**src/rtl/fibonacci_datapath.sv**
```systemverilog
// -----------------------------------------------------------------------------
// fibonacci_datapath
//   Datapath half of the Fibonacci engine. The control unit drives the enable
//   and select strobes. This block iterates the pair (reg1, reg2) = (F(k), F(k+1)).
//   It reports Stop back to the controller once the iteration count equals the
//   loaded N.
//
// Ports
//   clock      system clock; all state updates on the rising edge
//   reset      synchronous active-low reset
//   N_in       requested index N, captured when En_N=1
//   En_reg1    reg1 <= reg2
//   En_reg2    reg2 <= reg1 + reg2 (mod 2^WIDTH)
//   En_Count   count <= count + 1
//   En_N       n_reg <= N_in
//   Select     1 = initialise datapath, 0 = iterate
//   Stop       combinational, count == n_reg
//   fib_out    reg1, i.e. F(count)
//   count_out  current iteration count
//   overflow   sticky flag, fib_out has wrapped modulo 2^WIDTH
//   done       one-cycle pulse, one cycle after Stop rises in a run
// -----------------------------------------------------------------------------
module fibonacci_datapath #(
    parameter int WIDTH   = 16,
    parameter int N_WIDTH = 8
) (
    input  logic               clock,
    input  logic               reset,
    input  logic [N_WIDTH-1:0] N_in,
    input  logic               En_reg1,
    input  logic               En_reg2,
    input  logic               En_Count,
    input  logic               En_N,
    input  logic               Select,
    output logic               Stop,
    output logic [WIDTH-1:0]   fib_out,
    output logic [N_WIDTH-1:0] count_out,
    output logic               overflow,
    output logic               done
);

    logic [WIDTH-1:0]   reg1_q, reg1_d;
    logic [WIDTH-1:0]   reg2_q, reg2_d;
    logic [N_WIDTH-1:0] count_q, count_d;
    logic [N_WIDTH-1:0] n_q, n_d;
    logic               ovf1_q, ovf1_d;
    logic               ovf2_q, ovf2_d;
    logic               stop_d_q, stop_d_d;
    logic               done_q, done_d;

    // Carry out of the add marks the first time reg2 wraps.
    logic [WIDTH:0]     sum;

    assign sum  = {1'b0, reg1_q} + {1'b0, reg2_q};
    assign Stop = (count_q == n_q);

    always_comb begin
        reg1_d   = reg1_q;
        reg2_d   = reg2_q;
        count_d  = count_q;
        n_d      = n_q;
        ovf1_d   = ovf1_q;
        ovf2_d   = ovf2_q;

        if (En_N)
            n_d = N_in;

        if (Select) begin
            reg1_d  = '0;
            reg2_d  = {{(WIDTH-1){1'b0}}, 1'b1};
            count_d = '0;
            ovf1_d  = 1'b0;
            ovf2_d  = 1'b0;
        end else if (!Stop) begin
            // While Stop is high, the state holds. This absorbs the cycle the
            // controller needs to leave its iterate state, so count never
            // overshoots n_reg.
            if (En_reg1) begin
                reg1_d = reg2_q;
                ovf1_d = ovf2_q;
            end
            if (En_reg2) begin
                reg2_d = sum[WIDTH-1:0];
                ovf2_d = ovf2_q | sum[WIDTH] | ovf1_q;
            end
            if (En_Count)
                count_d = count_q + 1'b1;
        end

        // Select forces stop_d high, so the init cycle itself is never seen
        // as a rising edge of Stop.
        stop_d_d = Select ? 1'b1 : Stop;
        done_d   = Stop & ~stop_d_q & ~Select;
    end

    always_ff @(posedge clock) begin
        if (!reset) begin
            reg1_q   <= '0;
            reg2_q   <= {{(WIDTH-1){1'b0}}, 1'b1};
            count_q  <= '0;
            n_q      <= '0;
            ovf1_q   <= 1'b0;
            ovf2_q   <= 1'b0;
            stop_d_q <= 1'b1;
            done_q   <= 1'b0;
        end else begin
            reg1_q   <= reg1_d;
            reg2_q   <= reg2_d;
            count_q  <= count_d;
            n_q      <= n_d;
            ovf1_q   <= ovf1_d;
            ovf2_q   <= ovf2_d;
            stop_d_q <= stop_d_d;
            done_q   <= done_d;
        end
    end

    assign fib_out   = reg1_q;
    assign count_out = count_q;
    assign overflow  = ovf1_q;
    assign done      = done_q;

endmodule

```
**config.mk**
```make
export PLATFORM = sky130hd
export DESIGN_NAME = fibonacci_datapath
export DESIGN_NICKNAME = d
export VERILOG_FILES = /design/src/rtl/fibonacci_datapath.sv
export SDC_FILE = /design/constraint.sdc
export NUM_CORES = 1
export LEC_CHECK = 0
export BUFFER_PORTS_ARGS = -buffer_cell sky130_fd_sc_hd__buf_2
export CAP_MARGIN = 20
export CELL_PAD_IN_SITES_DETAIL_PLACEMENT = 1
export CELL_PAD_IN_SITES_GLOBAL_PLACEMENT = 2
export CORE_MARGIN = 2
export CORE_UTILIZATION = 38
export CTS_BUF_LIST = sky130_fd_sc_hd__clkbuf_8
export DETAILED_ROUTE_END_ITERATION = 6
export PLACE_DENSITY_LB_ADDON = 0.1
export SYNTH_ARGS = -nofsm -noshare
export SYNTH_HDL_FRONTEND = slang
export SYNTH_SLANG_ARGS = --single-unit
```
**constraint.sdc**
```tcl
create_clock -name clock -period 3.85 [get_ports clock]
set_input_delay 0.77 -clock clock [delete_from_list [all_inputs] [get_ports clock]]
set_output_delay 0.77 -clock clock [all_outputs]
set_load 0.03 [all_outputs]
```
==> flow_summary.yaml, run 1 <==
clock_tree:
  cts_tree: "built"
  postCtsSetupBuffers: 0
  hold_buffers: 0
  cts.sinks: 52
  clkTransAtPathRegs_ps: 100
  htreeDepth: 2
  cts.path.max_buffers: 2
  post_cts_resized: 0
  cts_buffers: 5
  cts-root-buf: "clkbuf_8"
  clkLatencyLatePin_ps: 310
floorplanning:
  die_area_sq_um: 8120
  die_h_um: 90.1
  die_width_um: 90.1
  row_count: 31
  io_pins: 42
  core_area_sq_um: 7210
  floorplan.initialDensity: 0.391
hold_path:
  hold_class: "reg2reg"
  worstHoldStart: "stop_d_q"
yosys:
  synthXorXnorAreaFrac: 0.0653
  ys_ff_latch: 52
  avgSynthCellArea_sq_um: 8.70
  synth-edff-count: 0
  synthFlopType: "dfxtp_1"
  syn_area_sq_um: 2820
  async_flop_share: 0
  synth_cells: 324
  yosys.area_share.simple: 0.189
  syn_nets: 357
  synthAdderAreaFrac: 0.0826
  yosysSeqAreaShare: 0.369
  synth_top_family_by_area: "compound AO/OA/AOI/OAI gates"
  synth_compound_area_frac: 0.210
  ys_warn_count: 0
  synth_cell_types: 48
  synthMuxAreaShare: 0.0533
setup_path:
  path_cells: "xnor2_1 > and4_2 > nand2_2 > inv_1 > buf_2"
  crit_arrival_ps: 1880
  crit_family: "simple AND/OR/NAND/NOR gates"
  reg2reg_slack_ps: 1490
  critPathCaptureType: "output pin"
  critical_path_class: "reg2out"
  cpMaxStageDelayCell: "dfxtp_1"
  crit_fanout: 19
  r2r-start: "reg2_q[1]"
  crit_path_start_kind: "register"
  worst_path_largest_cell_delay_ps: 480
  crit_buf_inv: 2
  crit_start: "count_out[0]"
  worstPathRequired_ps: 3080
timing:
  setup-violations-final: 0
  slew-limit-headroom: 0.384
  final.setup.tns_ps: 0
  hold_ws_ps: 403
  hold_viol_final: 0
  drv_slew: 0
  fmax_mhz: 377
  fin_crit_ps: 2650
  worst_pin_slew_ps: 919
  clock_skew_ps: 8.67
  layout_worst_path_cycle_share: 0.689
  grt_setup_unrepaired: "no"
finish:
  mostFrequentLayoutCell: "dfxtp_1"
  nNetsFinal: 394
  area_growth_pct: 14.4
  seq_area_sq_um: 1040
  antenna_cells: 0
  multiInputGateArea_sq_um: 1700
  nFillCells: 885
  final_cell_mix: "52 x dfxtp_1, 44 x nand2_1, 41 x buf_2"
  drive_gt1_frac: 0.169
global_route:
  grt_max_degree: 24
  antenna_found_initial: 0
  grt_pass1_vias: 2528
  grt_overflow: 0
  grt_first_pass_wirelength_um: 12800
  track_usage: 0.194
placed_design:
  port_buffers: 41
  dp_hpwl_um: 5470
  finalWeightedCongestion: 0.799
pwr:
  combPwrFrac: 0.114
  p_clk_frac: 0.374
  swShare: 0.263
  vdd_drop_max_v: 0.000176
  power_density_nw_per_um2: 336
  internal_power_mw: 0.798
  p_leak_nw: 1.34
  p_seq_frac: 0.512
  switchingPower_mw: 0.284
detailed_routing:
  vias_per_cell: 5.39
  wire_per_inst_um: 16.1
  first_iter_violations: 70
  vias: 2486
  drc_errors: 0
  totalWireLength_um: 7430
  detail-route-antenna-nets: 0
  dr.pass1.iters: 5
run:
  maxCapViolCount: 0
status:
  status: "completed"
## per-stage QoR
step                setup WS, ps  instance area, sq um  power (mW)   util  instances
finish                      1200                  3220        1.08  0.447        461
CTS                         1150                  3220        1.10  0.447        461
floorplan                   1510                  2820       0.656      -        324
global route                1040                  3220        1.14  0.447        461
detailed placement          1480                  3100       0.693  0.430        453
global placement            1510                  3100       0.691  0.430        453
## final cells by class
class                   count  area share
flip-flops and latches     52       0.323
repair buffers             44      0.0706
clock inverters             2      0.0120
clock buffers               6      0.0256
well taps                  99      0.0384
multi-input cells         254       0.526
inverters                   4     0.00466
## worst paths after layout
kind	endpoint	cells past startpoint
hold / removal	done	1
setup / recovery	Stop	5
hold reg to reg	done	1
setup reg to reg	reg2_q[9]	6
## registers in the layout, indices dropped and copies added, names as in the netlist
name and cells:
done 1, n_q 8, stop_d_q 1, count_out 8
ovf2_q 1, fib_out 16, overflow 1, reg2_q 16
## cells in the mapped netlist (5+ instances only)
library cell   n  area share
o21ai_0        8       0.014
nor2_1        20       0.027
ha_1          17       0.075
dfxtp_1       52        0.37
mux2i_1       15       0.053
a21oi_1       30       0.053
clkbuf_1       9       0.012
nand3_1       20       0.036
o221ai_1       5       0.016
xnor2_1       11       0.034
o2111ai_1      5       0.016
nor2b_1        9       0.020
nand2_1       44       0.059
a211oi_1       7       0.019
xor2_1        10       0.031
## power groups by stage
stage | sequential, mW | combinational, mW | clock (mW)
3_3_place_gp | 0.567 | 0.124 | 0
4_1_cts | 0.555 | 0.126 | 0.421
2_1_floorplan | 0.569 | 0.0876 | 0
3_5_place_dp | 0.567 | 0.126 | 0
6_report | 0.554 | 0.123 | 0.405
5_1_grt | 0.556 | 0.139 | 0.443
## metal layers
metal	track usage	part of all wire	vias to the layer above
met3	0.0277	0.029	5
met1	0.250	0.47	1186
met2	0.341	0.49	44
met5	0	0	-
met4	0.0462	0.0085	0
li1	-	-	1251
## logic make-up (layout without fill, tap and decap cells)
| kind of cell | after synthesis | count (layout) |
|---|---|---|
| and+or+nand+nor | 112 | 112 |
| AOI/OAI and AO/OA | 88 | 88 |
| DFF | 52 | 52 |
| xor gates and xnor gates | 21 | 21 |
| adders and majority gates | 18 | 18 |
| buffers and inverters | 18 | 56 |
| muxes | 15 | 15 |
Power figures use the tool's default switching activity.
==> run 2: changes to the inputs <==
--- a/config.mk
+++ b/config.mk
@@ -5,12 +5,13 @@
 export SDC_FILE = /design/constraint.sdc
 export NUM_CORES = 1
 export LEC_CHECK = 0
+export ABC_AREA = 1
 export BUFFER_PORTS_ARGS = -buffer_cell sky130_fd_sc_hd__buf_2
 export CAP_MARGIN = 20
 export CELL_PAD_IN_SITES_DETAIL_PLACEMENT = 1
 export CELL_PAD_IN_SITES_GLOBAL_PLACEMENT = 2
 export CORE_MARGIN = 2
-export CORE_UTILIZATION = 38
+export CORE_UTILIZATION = 33
 export CTS_BUF_LIST = sky130_fd_sc_hd__clkbuf_8
 export DETAILED_ROUTE_END_ITERATION = 6
 export PLACE_DENSITY_LB_ADDON = 0.1
==> constraint.sdc (replaced) <==
create_clock -name clock -period 2.7 [get_ports clock]
set_input_delay 0.54 -clock clock [delete_from_list [all_inputs] [get_ports clock]]
set_output_delay 0.54 -clock clock [all_outputs]
set_load 0.03 [all_outputs]
==> run 2 against run 1 <==
Sequential share of layout area is 2.0 points lower. Highest routed layer unchanged. Global-route usage fell by 1.8 points. Wire length rose by 9.5%. Critical path depth is 1 higher. Clock-buffer cell count is 1 lower. Clock skew increased by 2.8 ps. First-iteration DRC count decreased by 40%. Synthesized cell count grew 39%. Die area up 23%. Via count rose by 15%. Non-clock buffer count decreased by 1.
==> flow_summary.yaml, run 2 <==
yosys:
  avgSynthCellArea_sq_um: 6.75
  yosysSeqAreaShare: 0.344
  async_flop_share: 0
  yosysMostFrequentCell: "nand2_1"
  netlist_top_cells_area: "dfxtp_1 34%, nand2_1 15%, nor2_1 8.2%, inv_1 7.6%, ha_1 7.0%"
  yosysTopAreaCell: "dfxtp_1"
  synth-edff-count: 0
  synthFlopType: "dfxtp_1"
  ys_warn_count: 0
  syn_nets: 482
  netlist_top_cells_count: "122 x nand2_1, 66 x nor2_1, 61 x inv_1, 52 x dfxtp_1, 30 x o21ai_0"
  synth_cells: 449
  syn_area_sq_um: 3030
  yosysTopAreaCellShare: 0.344
  ys_ff_latch: 52
  synth_cell_types: 26
clock_tree:
  cts.path.max_buffers: 2
  htreeDepth: 2
  clkLatencyLatePin_ps: 310
  post_cts_resized: 0
  hold_buffers: 0
  cts.sinks: 52
  clkTransAtPathRegs_ps: 110
  cts_tree: "built"
  cts-root-buf: "clkbuf_8"
  postCtsSetupBuffers: 0
  cts_buffers: 5
timing:
  fin_crit_ps: 2130
  fmax_mhz: 469
  worst_pin_slew_ps: 510
  grt_setup_unrepaired: "no"
  slew-limit-headroom: 0.660
  clock_skew_ps: 11.5
  layout_worst_path_cycle_share: 0.789
  drv_slew: 0
  final.setup.tns_ps: 0
  hold_viol_final: 0
  setup-violations-final: 0
floorplanning:
  die_width_um: 99.8
  floorplan.initialDensity: 0.344
  io_pins: 42
  core_area_sq_um: 8810
  row_count: 34
  die_h_um: 99.8
  die_area_sq_um: 9970
pwr:
  p_clk_frac: 0.335
  combPwrFrac: 0.175
  swShare: 0.304
  power_density_nw_per_um2: 493
  p_leak_nw: 1.76
  switchingPower_mw: 0.514
  internal_power_mw: 1.18
  p_seq_frac: 0.491
  vdd_drop_max_v: 0.000237
detailed_routing:
  totalWireLength_um: 8130
  drc_errors: 0
  first_iter_violations: 42
  vias_per_cell: 4.79
  wire_per_inst_um: 13.6
  dr.pass1.iters: 4
  vias: 2869
  detail-route-antenna-nets: 0
setup_path:
  worst_path_largest_cell_delay_ps: 500
  critical_path_class: "reg2out"
  critPathCaptureType: "output pin"
  endpoint: "Stop"
  rr_worst_depth: 11
  crit_buf_inv: 2
  worstPathRequired_ps: 2160
  cp.depth: 6
  crit_family: "flip-flops"
  crit_start: "count_out[0]"
  crit_arrival_ps: 1590
  reg2reg_slack_ps: 840
  cpMaxStageDelayCell: "dfxtp_1"
  crit_path_start_kind: "register"
  crit_fanout: 7
  reg2reg_to: "reg2_q[10]"
  path_cells: "xnor2_1 > nand2_1 > nor2_2 > nand2_4 > inv_1 > buf_2"
  r2r-start: "fib_out[0]"
run:
  maxCapViolCount: 0
finish:
  final_cell_mix: "122 x nand2_1, 65 x nor2_1, 61 x inv_1"
  nFillCells: 1165
  post-route-util: 0.390
  drive_gt1_frac: 0.141
  finish.instance_area_sq_um: 3430
  fin_cells: 599
  antenna_cells: 0
  multiInputGateArea_sq_um: 1670
  area_growth_pct: 13.3
  mostFrequentLayoutCell: "nand2_1"
  nNetsFinal: 523
  seq_area_sq_um: 1040
placed_design:
  placed_area_sq_um: 3320
  placed_cells: 591
  port_buffers: 41
  dp_hpwl_um: 6260
  finalWeightedCongestion: 0.805
global_route:
  grt_pass1_vias: 2987
  grt_overflow: 0
  antenna_found_initial: 0
  track_usage: 0.176
  grt_max_degree: 20
  grt_first_pass_wirelength_um: 14100
hold_path:
  hold_class: "reg2reg"
status:
  status: "completed"
[run 2: cell count changes in the layout (fill, tap and decap cells not counted), sizes merged, moves of 5 or more]
| cell | before | now |
|---|---|---|
| nand2 | 45 | 126 |
| a211oi | 7 | 0 |
| o2111ai | 5 | 0 |
| nor3 | 2 | 7 |
| inv | 4 | 66 |
| nor2b | 9 | 0 |
| nor2 | 20 | 68 |
| o221ai | 5 | 0 |
| mux2i | 15 | 0 |
| o21ai | 10 | 30 |
[run 2: worst min path at each step]
stage | startpoint | endpoint | slack (ps) | depth (start not counted)
CTS | stop_d_q | done | 410 | 1
detailed placement | stop_d_q | done | 390 | 1
global route | stop_d_q | done | 440 | 1
finish | stop_d_q | done | 400 | 1
floorplan | stop_d_q | done | 380 | 1
global placement | stop_d_q | done | 380 | 1
[run 2: worst register-to-register path, stage by stage (launching register included)]
cell and delay (ps):
dfxtp_1 340, ha_1 220, fa_1 400, nand3_1 100
nand3_1 150, nand2_1 100, nand2_1 100, nand2_1 100
nand2_1 70, nand2_1 60, nand2_1 60, a21oi_2 110
[run 2: power by group through the flow]
| stage | clock, mW | sequential [mW] | combinational (mW) |
|---|---|---|---|
| final | 0.566 | 0.831 | 0.295 |
| after floorplan | 0 | 0.867 | 0.200 |
| after CTS | 0.597 | 0.832 | 0.303 |
| after global routing | 0.622 | 0.837 | 0.338 |
| after detailed placement | 0 | 0.849 | 0.302 |
| after global placement | 0 | 0.848 | 0.297 |
[run 2: per-layer routing]
layer / GRT usage / vias up / routed length, um
met2: 0.327 / 31 / 4070
met5: 0 / - / 0
met3: 0.0244 / 10 / 165
met1: 0.213 / 1356 / 3780
met4: 0.0453 / 0 / 115
li1: - / 1472 / -
[run 2: area by class of cell]
type                       instances  share of cell area
multi-input combinational        322               0.485
tap                              108              0.0393
clock buffer                       5              0.0200
clock inverter                     3              0.0135
timing repair buffer              43              0.0641
sequential                        52               0.303
inverter                          66              0.0750
[run 2: kinds of logic (layout without fill, tap and decap cells)]
kind of cell	Yosys count	in the layout	synth area share
flip-flops	52	52	0.344
AO/OA/AOI/OAI	60	60	0.109
AND/OR/NAND/NOR	225	225	0.308
XOR/XNOR	19	19	0.0549
adder cells (fa/ha/maj)	18	18	0.0768
buffers and inverters	75	117	0.108
[run 2: per-stage QoR]
stage / power (mW) / hold WS (ps) / setup slack, ps
after floorplan: 1.07 / 376 / 847
after global placement: 1.15 / 381 / 864
after detailed placement: 1.15 / 390 / 834
after CTS: 1.73 / 407 / 529
after global routing: 1.80 / 442 / 436
final: 1.69 / 401 / 569
